===== config.mk =====
export PLATFORM = sky130hd
export DESIGN_NAME = slow_receiver2
export DESIGN_NICKNAME = d
export VERILOG_FILES = /design/src/rtl/slow_receiver2.sv
export SDC_FILE = /design/constraint.sdc
export NUM_CORES = 1
export LEC_CHECK = 0
export ABC_AREA = 1
export BUFFER_PORTS_ARGS = -buffer_cell sky130_fd_sc_hd__buf_2
export CAP_MARGIN = 20
export CORE_AREA = 2 2 201 203
export DETAILED_ROUTE_END_ITERATION = 16
export DIE_AREA = 0 0 203 205
export GPL_ROUTABILITY_DRIVEN = 0
export SYNTH_ARGS = -nofsm -noshare
export SYNTH_HDL_FRONTEND = slang
export SYNTH_SLANG_ARGS = --single-unit

===== constraint.sdc =====
create_clock -name clk -period 2.07 [get_ports clk]
set_input_delay 0.5175 -clock clk [delete_from_list [all_inputs] [get_ports clk]]
set_output_delay 0.5175 -clock clk [all_outputs]
set_load 0.03 [all_outputs]

===== src/rtl/slow_receiver2.sv =====
// ============================================================================
// Module   : slow_receiver2
// Brief    : Serial-to-parallel receiver for 128-bit slow-link frames.
//            Optional even parity is enabled by defining SLOWLINK_PARITY_EN.
// Revision : 1.0 - initial release
// ============================================================================
`default_nettype none

module slow_receiver2 #(
    parameter int bit_clk_divider = 5
) (
    input  logic         clk,
    input  logic         reset,
    input  logic         serial_i,
    output logic [127:0] payload_o,
    output logic         valid_o,
    output logic         frame_error_o,
    output logic         busy_o
);

    localparam int CNT_W = $clog2(bit_clk_divider);
    localparam logic [CNT_W-1:0] CNT_HALF = CNT_W'(bit_clk_divider / 2);
    localparam logic [CNT_W-1:0] CNT_FULL = CNT_W'(bit_clk_divider - 1);
    localparam logic [CNT_W-1:0] CNT_ONE  = CNT_W'(1);

    localparam logic [2:0] ST_IDLE   = 3'd0;
    localparam logic [2:0] ST_START  = 3'd1;
    localparam logic [2:0] ST_DATA   = 3'd2;
`ifdef SLOWLINK_PARITY_EN
    localparam logic [2:0] ST_PARITY = 3'd3;
`endif
    localparam logic [2:0] ST_STOP   = 3'd4;

    logic             sync1_q, sync2_q, prev_q;
    logic [2:0]       state_q, state_d;
    logic [CNT_W-1:0] cnt_q, cnt_d;
    logic [6:0]       idx_q, idx_d;
    logic [127:0]     shift_q, shift_d;
    logic [127:0]     payload_q, payload_d;
    logic             valid_q, valid_d;
    logic             ferr_q, ferr_d;
    logic             parity_ok;

`ifdef SLOWLINK_PARITY_EN
    logic             parity_ok_q, parity_ok_d;
    assign parity_ok = parity_ok_q;
`else
    assign parity_ok = 1'b1;
`endif

    // State register; the synchronizer idles high so reset never looks like a start edge
    always_ff @(posedge clk or negedge reset) begin
        if (!reset) begin
            sync1_q     <= 1'b1;
            sync2_q     <= 1'b1;
            prev_q      <= 1'b1;
            state_q     <= ST_IDLE;
            cnt_q       <= '0;
            idx_q       <= '0;
            shift_q     <= '0;
            payload_q   <= '0;
            valid_q     <= 1'b0;
            ferr_q      <= 1'b0;
`ifdef SLOWLINK_PARITY_EN
            parity_ok_q <= 1'b0;
`endif
        end else begin
            sync1_q     <= serial_i;
            sync2_q     <= sync1_q;
            prev_q      <= sync2_q;
            state_q     <= state_d;
            cnt_q       <= cnt_d;
            idx_q       <= idx_d;
            shift_q     <= shift_d;
            payload_q   <= payload_d;
            valid_q     <= valid_d;
            ferr_q      <= ferr_d;
`ifdef SLOWLINK_PARITY_EN
            parity_ok_q <= parity_ok_d;
`endif
        end
    end

    // Next-state logic; every sample is taken in the cycle where cnt_q reaches zero
    always_comb begin
        state_d     = state_q;
        cnt_d       = cnt_q;
        idx_d       = idx_q;
        shift_d     = shift_q;
        payload_d   = payload_q;
        valid_d     = 1'b0;
        ferr_d      = 1'b0;
`ifdef SLOWLINK_PARITY_EN
        parity_ok_d = parity_ok_q;
`endif
        case (state_q)
            ST_IDLE: begin
                if (prev_q && !sync2_q) begin
                    cnt_d   = CNT_HALF;
                    state_d = ST_START;
                end
            end
            ST_START: begin
                if (cnt_q == '0) begin
                    if (!sync2_q) begin
                        cnt_d   = CNT_FULL;
                        idx_d   = '0;
                        state_d = ST_DATA;
                    end else begin
                        state_d = ST_IDLE;
                    end
                end else begin
                    cnt_d = cnt_q - CNT_ONE;
                end
            end
            ST_DATA: begin
                if (cnt_q == '0) begin
                    shift_d = {sync2_q, shift_q[127:1]};
                    cnt_d   = CNT_FULL;
                    idx_d   = idx_q + 7'd1;
                    if (idx_q == 7'd127) begin
`ifdef SLOWLINK_PARITY_EN
                        state_d = ST_PARITY;
`else
                        state_d = ST_STOP;
`endif
                    end
                end else begin
                    cnt_d = cnt_q - CNT_ONE;
                end
            end
`ifdef SLOWLINK_PARITY_EN
            ST_PARITY: begin
                if (cnt_q == '0) begin
                    parity_ok_d = (sync2_q == ^shift_q);
                    cnt_d       = CNT_FULL;
                    state_d     = ST_STOP;
                end else begin
                    cnt_d = cnt_q - CNT_ONE;
                end
            end
`endif
            ST_STOP: begin
                if (cnt_q == '0) begin
                    if (sync2_q && parity_ok) begin
                        payload_d = shift_q;
                        valid_d   = 1'b1;
                    end else begin
                        ferr_d    = 1'b1;
                    end
                    state_d = ST_IDLE;
                end else begin
                    cnt_d = cnt_q - CNT_ONE;
                end
            end
            default: begin
                state_d = ST_IDLE;
            end
        endcase
    end

    always_comb begin
        payload_o     = payload_q;
        valid_o       = valid_q;
        frame_error_o = ferr_q;
        busy_o        = (state_q != ST_IDLE);
    end

endmodule

`default_nettype wire


==> reports/results.ini <==
[die]
die_x_um=203
pin_count=134
row_count=73
die_area_um2=41600
start_util=0.287
fp.dieH_um=205
coreArea_um2=39400

[worst_setup_path]
cp-end-kind=output port
critPathKind=flop to output port
critical_path_arrival_ns=1.46
cp_max_fo=2
required_ns=1.55
start_kind=flop

[synth]
ys_seq_elements=274
syn_inst=1070
yosysUniqueCellTypes=27
syn_nets=1076
synthesis.area_um2=11300
syn-mean-instance-area_um2=10.6
yosys_warnings=0
synth-seq-area-share=0.607

[power_and_ir_drop]
p_comb_frac=0.110
vdd_ir_drop_max_uv=561
power_density_nw_per_um2=893
swShare=0.264
p_sw_mw=3.17
p_leak_nw=6.43
p_int_mw=8.84
power_frac_clock=0.428
p_seq_frac=0.462

[clocking]
clk_latency_ns=0.55
root_buffer=clkbuf_16
cts_tree=yes
cts-buffers-inserted=31
htree_levels=1
cts.clk_slew.worst_paths_ns=0.06
clk_path_buf_depth=3
clkSinkCount=274

[layout]
nets=1218
area_delta_synth_final_pct=18.9
drive_above_1_share=0.357
n_antenna_cell=0
mostFrequentLayoutCells=dfrtp_1 (271), nand2_1 (193), inv_1 (139)
final_common_cell=dfrtp_1

[timing]
min_period_ns=1.98
worst_pin_slew_ns=0.584
skew_ns=0.00798
worst_slew_margin_rel=0.611
fin_tns_setup_ns=0
period_share=0.956
timing.final.max_slew_violations=0
hold_viol=0
setup_slack_ns=0.0908
fmax_mhz=505
rsz0062_at_grt=false
setup_viol_count_final=0

[route]
vias=7277
drt_iter0_drc=252
wirelength_um=21600
first_pass_iters=5
routed_via_density=4.14
antenna_left=0
wl_per_cell_um=12.3
remaining_drc_errors=0

[global_routing]
grt_start_max_net_pins=147
grt_pass1_vias=7195
grt.overflow.total=0
grt_pass1_wl_um=36700
antenna_found_initial=0
grt.total_usage=0.107

[flow_run]
maxCapViolations=0

[outcome]
status=finished clean

[hold_path]
holdCritPathClass=primary input to flop

[placement]
pre_cts_ws_ns=0.238
hpwl_um=14500
io_buffer_count=133

[timing repair]
action | CTS | global route
endpoints found under the setup margin | 1 | 1
hold buffers | 1 | 0
pin swaps | 1 | 1
setup buffers | 2 | 1
hold endpoints to repair | 40 | 0
gates resized for setup | 4 | 1
[layer usage]
layer  track usage  wire length, um  part of all wire  vias to the layer above
met5             0                0                 0                        -
met4        0.0355              503             0.023                        0
met3        0.0223             1180             0.054                       36
met2         0.167             9670              0.45                      131
met1         0.147            10300              0.48                     3432
li1              -                -                 -                     3678
[cell families (layout without fill, tap and decap cells)]
| group | Yosys count | count (layout) | synth area share |
|---|---|---|---|
| AND/OR/NAND/NOR | 323 | 323 | 0.135 |
| flip-flops | 274 | 274 | 0.607 |
| AO/OA/AOI/OAI | 268 | 268 | 0.155 |
| buffers and inverters | 200 | 364 | 0.0989 |
| adder cells (fa/ha/maj) | 3 | 3 | 0.00332 |
| XOR/XNOR | 2 | 2 | 0.00155 |
[per-stage QoR]
stage	hold slack (ns)	utilization	cell area (um2)	power [mW]	instances
after floorplan	0.222	-	11300	6.60	1070
after global placement	0.348	0.316	12400	6.84	1700
after detailed placement	0.348	0.316	12400	6.87	1700
after CTS	0.0269	0.341	13400	12.2	1758
after global routing	0.0337	0.342	13400	12.6	1759
final	0.0609	0.342	13400	12.0	1759
[cell type report]
class / instances / area [um2]
clock buffers: 41 / 873
clock inverters: 14 / 91.3
fillers: 3983 / 25900
inverters: 144 / 541
multi-input cells: 596 / 3350
flip-flops and latches: 274 / 6860
well taps: 525 / 657
repair buffers: 165 / 1070
[final timing paths]
path | start | to | slack [ns] | cells past startpoint
max | state_q[1] | busy_o | 0.09 | 5
min | serial_i | sync1_q | 0.06 | 1
max reg2reg | cnt_q[0] | payload_o[63] | 0.21 | 8
min reg2reg | sync1_q | sync2_q | 0.35 | 0
max in group asynchronous | reset | shift_q[104] | 0.85 | 3
min in group asynchronous | reset | payload_o[41] | 0.51 | 2
[state kept, by name (all words and copies together), names as in the netlist]
| name | flops |
|---|---|
| prev_q | 1 |
| idx_q | 7 |
| cnt_q | 3 |
| valid_o | 1 |
| payload_o | 128 |
| sync2_q | 1 |
| shift_q | 128 |
| frame_error_o | 1 |
| state_q | 3 |
| sync1_q | 1 |
[power groups by stage]
stage                     clock network [mW]  logic [mW]  registers, mW
after detailed placement                   0        1.22           5.65
after global routing                    5.60        1.49           5.56
after CTS                               5.36        1.30           5.54
after floorplan                            0       0.948           5.65
final                                   5.14        1.32           5.55
after global placement                     0        1.20           5.64
[Yosys cell counts (all sizes together)]
master / instances / area, um2
ha: 3 / 37.5
xnor2: 1 / 8.76
nand2: 296 / 1370
clkbuf: 2 / 8.75
nand3: 10 / 50.1
dfrtp: 271 / 6780
dfstp: 3 / 78.8
inv: 144 / 541
nand4: 3 / 18.8
a21oi: 1 / 5.00
nand3b: 1 / 7.51
o21ai: 267 / 1750
buf: 54 / 569
xor2: 1 / 8.76
nor2: 12 / 66.3
nor3: 1 / 5.00
[worst max-delay path, cell delays in order, from the launching register on]
cell and delay, ns:
dfrtp_1 0.39, inv_1 0.08, nand2_1 0.11, nor2_4 0.13, inv_2 0.06, buf_6 0.13
(Power assumes the default switching activity.)
